File: src/rtl/data_demux6.sv
// data_demux6: single-entry 1-to-6 demultiplexer with valid/ready handshakes.
// One held word (data + destination) is presented on exactly one of six
// outputs; a new word may be accepted in the same cycle the held one leaves,
// so one word per cycle is sustained.
// Optional feature macro: DATA_DEMUX6_ERR_EN. When defined, SELECT values 6/7
// are accepted and dropped, and ERR pulses for one cycle. When undefined,
// they route to destination 0 and ERR stays 0.
//
// state | meaning
// EMPTY | no word held, IREADY=1, OVALID=0
// FULL  | one word held, OVALID one-hot on the held destination
module data_demux6 #(
    parameter int DATA_WIDTH = 32
) (
    input  logic                  CLK,
    input  logic                  RST,
    input  logic [DATA_WIDTH-1:0] IDATA,
    input  logic [2:0]            SELECT,
    input  logic                  IVALID,
    output logic                  IREADY,
    output logic [DATA_WIDTH-1:0] ODATA1,
    output logic [DATA_WIDTH-1:0] ODATA2,
    output logic [DATA_WIDTH-1:0] ODATA3,
    output logic [DATA_WIDTH-1:0] ODATA4,
    output logic [DATA_WIDTH-1:0] ODATA5,
    output logic [DATA_WIDTH-1:0] ODATA6,
    output logic [5:0]            OVALID,
    input  logic [5:0]            OREADY,
    output logic [15:0]           OCOUNT,
    output logic                  ERR
);

    typedef enum logic {
        EMPTY = 1'b0,
        FULL  = 1'b1
    } state_t;

    state_t                state, state_nxt;
    logic [DATA_WIDTH-1:0] data_q, data_nxt;
    logic [2:0]            dest_q, dest_nxt;
    logic [15:0]           count_q;
    logic [7:0]            oready_ext;
    logic                  dest_ready;
    logic                  sel_bad;
    logic                  in_xfer;
    logic                  out_xfer;
    logic                  capture;
    logic [2:0]            sel_eff;

    // Handshake qualifiers; only the held destination's ready bit matters.
    always_comb begin
        oready_ext = {2'b00, OREADY};
        dest_ready = oready_ext[dest_q];
        sel_bad    = (SELECT > 3'd5);
        IREADY     = (state == EMPTY) || dest_ready;
        in_xfer    = IVALID && IREADY;
        out_xfer   = (state == FULL) && dest_ready;
`ifdef DATA_DEMUX6_ERR_EN
        capture    = in_xfer && !sel_bad;
        sel_eff    = SELECT;
`else
        capture    = in_xfer;
        sel_eff    = sel_bad ? 3'd0 : SELECT;
`endif
    end

    // State register and held entry.
    always_ff @(posedge CLK or posedge RST) begin
        if (RST) begin
            state  <= EMPTY;
            data_q <= '0;
            dest_q <= 3'd0;
        end else begin
            state  <= state_nxt;
            data_q <= data_nxt;
            dest_q <= dest_nxt;
        end
    end

    // Next-state: a dropped word in FULL always coincides with an output
    // transfer (IREADY requires it), so it falls through to EMPTY.
    always_comb begin
        state_nxt = state;
        data_nxt  = data_q;
        dest_nxt  = dest_q;
        case (state)
            EMPTY: if (capture) state_nxt = FULL;
            FULL: begin
                if (capture)       state_nxt = FULL;
                else if (out_xfer) state_nxt = EMPTY;
            end
            default: state_nxt = EMPTY;
        endcase
        if (capture) begin
            data_nxt = IDATA;
            dest_nxt = sel_eff;
        end
    end

    // Output transfer counter, wraps naturally at 16 bits.
    always_ff @(posedge CLK or posedge RST) begin
        if (RST)           count_q <= 16'h0000;
        else if (out_xfer) count_q <= count_q + 16'h0001;
    end

    assign OCOUNT = count_q;

`ifdef DATA_DEMUX6_ERR_EN
    logic err_q;

    // One-cycle pulse after an invalid-select word is accepted and dropped.
    always_ff @(posedge CLK or posedge RST) begin
        if (RST) err_q <= 1'b0;
        else     err_q <= in_xfer && sel_bad;
    end

    assign ERR = err_q;
`else
    assign ERR = 1'b0;
`endif

    // Destination decode: one-hot valid, data gated to zero elsewhere.
    always_comb begin
        OVALID = (state == FULL) ? (6'b000001 << dest_q) : 6'b000000;
        ODATA1 = OVALID[0] ? data_q : '0;
        ODATA2 = OVALID[1] ? data_q : '0;
        ODATA3 = OVALID[2] ? data_q : '0;
        ODATA4 = OVALID[3] ? data_q : '0;
        ODATA5 = OVALID[4] ? data_q : '0;
        ODATA6 = OVALID[5] ? data_q : '0;
    end

endmodule

File: config.mk
export PLATFORM = sky130hd
export DESIGN_NAME = data_demux6
export DESIGN_NICKNAME = d
export VERILOG_FILES = /design/src/rtl/data_demux6.sv
export SDC_FILE = /design/constraint.sdc
export NUM_CORES = 1
export LEC_CHECK = 0
export ABC_AREA = 1
export BUFFER_PORTS_ARGS = -buffer_cell sky130_fd_sc_hd__buf_2
export CAP_MARGIN = 20
export CORE_AREA = 2 2 102 104
export CTS_CLUSTER_SIZE = 14
export DETAILED_ROUTE_END_ITERATION = 8
export DIE_AREA = 0 0 104 106
export HOLD_SLACK_MARGIN = 0.15
export PLACE_DENSITY = 0.81
export SETUP_SLACK_MARGIN = 0.05
export SYNTH_ARGS = -nofsm -noshare
export SYNTH_HDL_FRONTEND = slang
export SYNTH_SLANG_ARGS = --single-unit
File: constraint.sdc
create_clock -name CLK -period 1.7 [get_ports CLK]
set_input_delay 0.255 -clock CLK [delete_from_list [all_inputs] [get_ports CLK]]
set_output_delay 0.255 -clock CLK [all_outputs]
set_load 0.01 [all_outputs]
**Yosys cells after proc, flatten, opt, wreduce, memory -nomap -nowiden**

Index checks and enable logic that the tools add are counted.

- Muxes and demuxes: 14
- Add/sub/neg operators: 1
- Bitwise logic cells: 1
- $lt $le $gt $ge: 2
- Shift operators: 1
- Reduce and logical (&&, ||, !) cells: 3

Operator list:

| operator | number |
|---|---|
| 32-bit two-way mux | 6 |
| 16-bit by 1-bit adder with 16-bit output, second input constant | 1 |
| 6-bit two-way mux | 1 |
| 1-bit by 3-bit << shifter with 6-bit output, first input constant | 1 |
| 3-bit by 4-bit < comparator with 1-bit output, second input constant | 1 |
| 1-bit two-way mux | 4 |
| 1-bit binary-select mux with 3-bit select | 1 |
| 3-bit greater-than comparator, second input constant | 1 |
| 3-bit two-way mux | 1 |
| 1-bit logical AND | 2 |
| 1-bit case mux with 2 select lines | 1 |
| 1-bit logical OR | 1 |
| 1-bit NOT | 1 |

- Register bits after elaboration: 52
- Output and inout bits: 216

**Longest topological paths before layout**

Gate-level depths: netlist (run 1).

- Word-level depth: 6
- Depth in mapped cells: 13
- Depth with buffers taken out: 11

**Least setup slack after synthesis (run 1)**

Ideal clock, no wire load.

- Path kind: reg2out
- From: register dest_q[0]
- To: output port ODATA5[10]
- Required time: 1.445 ns
- Arrival time: 1.310 ns
- Stages on the path, launching flop included: 8
- Setup slack: 0.135 ns
- Cell sequence: dfrtp_1 > buf_6 > nor2_1 > inv_1 > nor2_1 > inv_1 > clkbuf_1 > nor2_1

- Cells in the longest elaborated chain, start to end: 3

RTL lines:

| item | RTL line | text |
|---|---|---|
| start: declaration | 40 | `logic [2:0] dest_q, dest_nxt;` |
| start signal: assignment | 76 | `dest_q <= dest_nxt;` |
| 1-bit by 3-bit << shifter with 6-bit output | 124 | `OVALID = (state == FULL) ? (6'b000001 << dest_q) : 6'b000000;` |
| 6-bit two-way mux | 124 |  |
| named net OVALID[4] | 27 | `output logic [5:0] OVALID,` |
| 32-bit two-way mux | 129 | `ODATA5 = OVALID[4] ? data_q : '0;` |
| end: declaration | 25 | `output logic [DATA_WIDTH-1:0] ODATA5,` |

The timed path passes the listed nets, and every way through them passes these cells.

**Final worst setup path (run 1)**

- From: register dest_q[1]
- To: output port ODATA6[4]

- Cells in the longest elaborated chain, start to end: 3

RTL lines:

| item | RTL line | text |
|---|---|---|
| 1-bit by 3-bit << shifter with 6-bit output | 124 |  |
| 6-bit two-way mux | 124 |  |
| 32-bit two-way mux | 130 | `ODATA6 = OVALID[5] ? data_q : '0;` |
| end: declaration | 26 | `output logic [DATA_WIDTH-1:0] ODATA6,` |

Every way passes these cells.

==> results of run 1 <==
worst paths after layout:
kind | end | slack [ps] | depth (start not counted)
min | data_q[24] | 170 | 3
min reg2reg | data_q[7] | 480 | 2
min in group asynchronous | data_q[12] | 500 | 3
max reg2reg | state | -50 | 10
max | ODATA6[4] | -230 | 7
max in group asynchronous | dest_q[0] | 660 | 4
worst max-delay path, delay by kind of cell, from the launching register on:
kind	cells	cell delay [ps]
AND/OR/NAND/NOR	3	390
buffers and inverters	4	560
flip-flops	1	430
report_power, final:
part	total [mW]	switching, mW	internal, mW
combinational	6.38	4.00	2.38
sequential	2.02	0.310	1.70
clock	0.846	0.408	0.438
total	9.24	4.72	4.52
metrics by stage:
step,cells,hold slack [ps]
6_report,981,168
5_1_grt,981,172
4_1_cts,971,156
3_5_place_dp,946,284
3_3_place_gp,946,281
2_1_floorplan,565,400
timing repair:
action	4_1_cts	5_1_grt
setup endpoints to repair	194	247
cloned	3	4
hold buffers	1	0
setup buffers	13	6
gates resized for setup	58	81
pin swaps	2	1
hold endpoints to repair	18	0
flip-flops by register name, indices dropped and copies added, names as in the netlist:
signal / flops
data_q: 32
OCOUNT: 16
dest_q: 3
state: 1
metal layers:
| layer | part of all wire [%] | up-vias | track usage (%) |
|---|---|---|---|
| met2 | 50 | 225 | 41.1 |
| met5 | 0 | - | 0 |
| met1 | 40 | 2149 | 30.4 |
| li1 | - | 2229 | - |
| met3 | 8.2 | 25 | 4.78 |
| met4 | 2.2 | 0 | 5.31 |
final cells by class:
cell class | count | area share (%)
clock buffer | 6 | 1.25
clock inverter | 2 | 0.605
inverter | 53 | 3.85
multi-input combinational | 427 | 35.2
sequential | 52 | 22.5
tap | 136 | 2.94
timing repair buffer | 303 | 33.2
timing repair inverter | 2 | 0.389
placed cells by master, fill, tap and decap left out, types with 6 or more instances in the layout:
master     n
buf_2    248
buf_6     14
dfrtp_1   51
nand2_1  142
inv_1     40
buf_12    11
nor2_4    11
nor2_2    56
inv_2      8
nor2_1   147
nand3_1   40
buf_4     24
xnor2_1    7
xor2_1     6
cell families (layout without fill, tap and decap cells):
family	after synthesis	count (layout)	share of synthesized area, %
AOI/OAI and AO/OA	5	5	0.792
xor gates and xnor gates	13	13	3.28
adders and majority gates	1	1	0.360
buffers and inverters	86	366	11.3
DFF	52	52	37.5
other	1	1	0.108
and+or+nand+nor	407	407	46.7
==> flow_metrics.tcl, run 1 <==
set metrics [dict create \
    first_pass_iters 6 \
    max_freq_mhz 519 \
    root_buffer "clkbuf_8" \
    clock-sinks 52 \
    syn_to_final_growth_pct 66.6 \
    netlist_area_um2 3470 \
    grt_max_degree 37 \
    power_mw 9.24 \
    seq_area_frac_synth_pct 37.5 \
    synth_area_leaders "dfrtp_1 (37%), nor2_1 (23%), nand2_1 (16%)" \
    final_antenna_net_count 0 \
    vias_per_cell 4.72 \
    drive_gt1_share_pct 47.5 \
    setup_tns_ps -29820 \
    crit_type "register to output pin" \
    crit_top_cell "inv_2" \
    placed_area_um2 4930 \
    avgSynthCellArea_um2 6.15 \
    pin_count 260 \
    cts_buffers 5 \
    post-place-ws_ps 2.02 \
    cap_violations 0 \
    gp_congestion 0.821 \
    row_count 37 \
    ys_ff_latch 52 \
    crit_arrival_ps 1670 \
    routed_wl_um 14600 \
    cp_cell_sequence "inv_2 > nand2_2 > nor2_4 > inv_2 > buf_12 > nor2_1 > buf_2" \
    setup_ws_ps -229 \
    power_density_nw_per_um2 1600 \
    drc_errors 0 \
    cts_tree "yes" \
    grt_pass1_wl_um 21000 \
    dieArea_um2 11000 \
    cp.required_ps 1440 \
    yosysTopAreaCellShare_pct 37.5 \
    violations "negative setup slack" \
    insertedDiodeCount 0 \
    syn_inst 565 \
    antenna_found_initial 0 \
    yosys_warnings 0 \
    die_h_um 106 \
    r2r-start "dest_q[0]" \
    path_clk_slew_ps 100 \
    yosysMostFrequentCell "nor2_1" \
    rsz0062_at_grt "yes" \
    grt_remaining_overflow 0 \
    port_buffers 258 \
    num-fill-cells 946 \
    startpoint "dest_q[1]" \
    yosys-top-cells-count "nor2_1 (214), nand2_1 (144), dfrtp_1 (52), inv_1 (48), nand3_1 (41)" \
    final-hold-violation-count 0 \
    yosys.area.top_type "dfrtp_1" \
    synth-main-ff-cell "dfrtp_1" \
    cp_slowest_stage_delay_ps 430 \
    status "finished, violations left" \
    p_leak_nw 3.53 \
    drv_slew 0 \
    htree_levels 2 \
    cp-end-kind "output pin" \
    multiInputGateArea_um2 2040 \
    dp_hpwl_um 9720 \
    track_usage_pct 23.6 \
    drt_iter0_markers 357 \
    clockBufferDepth 2 \
    ys_async_sr_fraction_pct 100 \
    period_share_pct 113 \
    start_kind "register" \
    hold_class "input port to register" \
    synth_cell_types 23 \
    worstPathMaxFanout 19 \
    num_vias 4628 \
    final_util_pct 57.9 \
    final-setup-viol-count 206 \
    grt_pass1_vias 3951 \
    fin_crit_ps 1930 \
    post_drt_wl_per_cell_um 14.9 \
    fp.coreArea_um2 10000 \
    design_area_um2 5790 \
    hp-start "IDATA[24]" \
    finalNetCount 889 \
    synth_edf_count 0 \
    critPathSlowestCell "dfrtp_1" \
    vdd_drop_max_v 0.000804 \
    worstSkewPairLatency_ps 310 \
    syn-num-nets 610 \
    start_util_pct 34.7 \
    skew_ps 6.50 \
    regArea_um2 1300 \
    die_w_um 104 \
]
Power figures use the tool's default switching activity.
==> run 2, diff against run 1 <==
- SKIP_LAST_GASP: unset -> 1
==> flow_metrics.tcl, run 2 (synthesized netlist as in run 1, its figures left out) <==
set metrics [dict create \
    status "finished, violations left" \
    violations "negative setup slack" \
    grt_pass1_wl_um 21000 \
    dieArea_um2 11000 \
    final_util_pct 62.7 \
    drv_slew 0 \
    design_area_um2 6270 \
    start_util_pct 34.7 \
    cap_violations 0 \
    row_count 37 \
    pin_count 260 \
    first_pass_iters 5 \
    period_share_pct 116 \
    clockBufferDepth 2 \
    rsz0062_at_grt "yes" \
    setup_ws_ps -270 \
    fp.coreArea_um2 10000 \
    grtUsageMet3_pct 4.84 \
    p_int_mw 5.10 \
    die_w_um 104 \
    die_h_um 106 \
    cp_top_family "flip-flops" \
    cp-end-kind "output pin" \
    p_clk_share_pct 8.2 \
    grtUsageMet2_pct 41.1 \
    cp_cell_sequence "nor2_2 > inv_2 > nor2_4 > inv_6 > buf_12 > nor2_1 > buf_2" \
    dp_hpwl_um 9720 \
    power_density_nw_per_um2 1670 \
    hold_class "input port to register" \
    insertedDiodeCount 0 \
    gp_congestion 0.821 \
    grt_max_degree 37 \
    cts_buffers 5 \
    start_kind "register" \
    switching_power_mw 5.37 \
    placed_area_um2 4930 \
    clock-sinks 52 \
    largest_reg_flops 32 \
    htree_levels 2 \
    max_freq_mhz 508 \
    switching_share_pct 51.3 \
    final_cell_mix "buf_2 (241), nor2_1 (151), nand2_1 (123)" \
    pwr-share-comb_pct 72.1 \
    final-hold-violation-count 0 \
    vdd_drop_max_v 0.000836 \
    vias_per_cell 4.86 \
    track_usage_pct 23.7 \
    antenna_found_initial 0 \
    final_common_cell "buf_2" \
    finalNetCount 903 \
    worstRegToRegCells 12 \
    crit_cells 7 \
    crit_arrival_ps 1720 \
    post_drt_wl_per_cell_um 16.4 \
    worstSkewPairLatency_ps 310 \
    grt_pass1_vias 3925 \
    syn_to_final_growth_pct 80.3 \
    grt_remaining_overflow 0 \
    worst-path-buf-inv 4 \
    min_delay_path_depth 3 \
    slew_headroom_pct 47.5 \
    p_leak_nw 3.69 \
    num_vias 4834 \
    cp_slowest_stage_delay_ps 520 \
    final_antenna_net_count 0 \
    final-setup-viol-count 221 \
    top_usage_layer "met2" \
    cp.required_ps 1440 \
    worstPathMaxFanout 11 \
    critPathSlowestCell "dfrtp_2" \
    drt_iter0_markers 412 \
    drive_gt1_share_pct 51.0 \
    port_buffers 258 \
    skew_ps 6.21 \
    tightest_slew_ps 788 \
    routed_wl_um 16400 \
    root_buffer "clkbuf_8" \
    use_met1_pct 30.4 \
    p_seq_share_pct 19.7 \
    crit_type "register to output pin" \
    regMostFlops "data_q" \
    path_clk_slew_ps 100 \
    drc_errors 0 \
    fin_crit_ps 1970 \
    cts_tree "yes" \
]
run 2: cell types whose count changed in the layout (fill, tap and decap cells not counted), moves of 5 or more:
cell       change
nand2_1       -19
nand2_2       +16
nor2_2        -10
buf_6          +9
nand3_1        -8
buf_2          -7
nand3_2        +7
nor2_4         +6
clkbuf_16      +5
inv_2          -5
inv_4          +5
nand2_8        +5
run 2: area by class of cell:
| class | count | area (um2) |
|---|---|---|
| timing repair buffer | 311 | 2150 |
| fill | 870 | 3730 |
| clock inverter | 2 | 35.0 |
| multi-input combinational | 433 | 2280 |
| sequential | 52 | 1300 |
| clock buffer | 6 | 72.6 |
| inverter | 53 | 238 |
| tap | 136 | 170 |
| timing repair inverter | 2 | 17.5 |
run 2: final timing paths:
check / startpoint / end / slack, ps
setup / recovery: dest_q[0] / ODATA5[5] / -270
hold / removal: IDATA[22] / data_q[22] / 170
setup reg to reg: dest_q[0] / OCOUNT[5] / -50
hold reg to reg: data_q[25] / data_q[25] / 480
max in group asynchronous: RST / dest_q[0] / 660
min in group asynchronous: RST / data_q[12] / 500
run 2: repair_timing:
| action | 4_1_cts | 5_1_grt |
|---|---|---|
| gates cloned | 3 | 16 |
| pin swaps | 2 | 18 |
| setup buffers | 13 | 9 |
| resized for setup | 49 | 148 |
| hold buffers | 1 | 0 |
| endpoints found under the setup margin | 194 | 246 |
| endpoints found under the hold margin | 18 | 0 |
run 2: metrics by stage:
step                setup slack [ps]  total power [mW]  setup TNS [ps]  hold slack [ps]  instances
floorplan                        135              5.00               0              400        565
global placement                44.8              6.65               0              281        946
detailed placement              2.02              6.73               0              284        946
CTS                             -143              8.16          -19390              156        971
global route                    -338              11.1          -58620              174        995
finish                          -270              10.5          -39530              167        995
run 2: routing by layer:
metal | up-vias | wire (um)
li1 | 2279 | -
met1 | 2240 | 6340
met2 | 260 | 7980
met3 | 55 | 1470
met4 | 0 | 565
met5 | - | 0
run 2: power by group through the flow:
| stage | clock (mW) | sequential (mW) | combinational, mW |
|---|---|---|---|
| 2_1_floorplan | 0 | 1.98 | 3.03 |
| 3_3_place_gp | 0 | 2.00 | 4.65 |
| 3_5_place_dp | 0 | 2.03 | 4.70 |
| 4_1_cts | 0.872 | 1.99 | 5.30 |
| 5_1_grt | 0.915 | 2.12 | 8.04 |
| 6_report | 0.856 | 2.07 | 7.55 |
run 2: tightest hold or removal path, delay by kind of cell:
| kind | cells | cell delay (ps) |
|---|---|---|
| AND/OR/NAND/NOR | 2 | 120 |
| buffers and inverters | 1 | 70 |
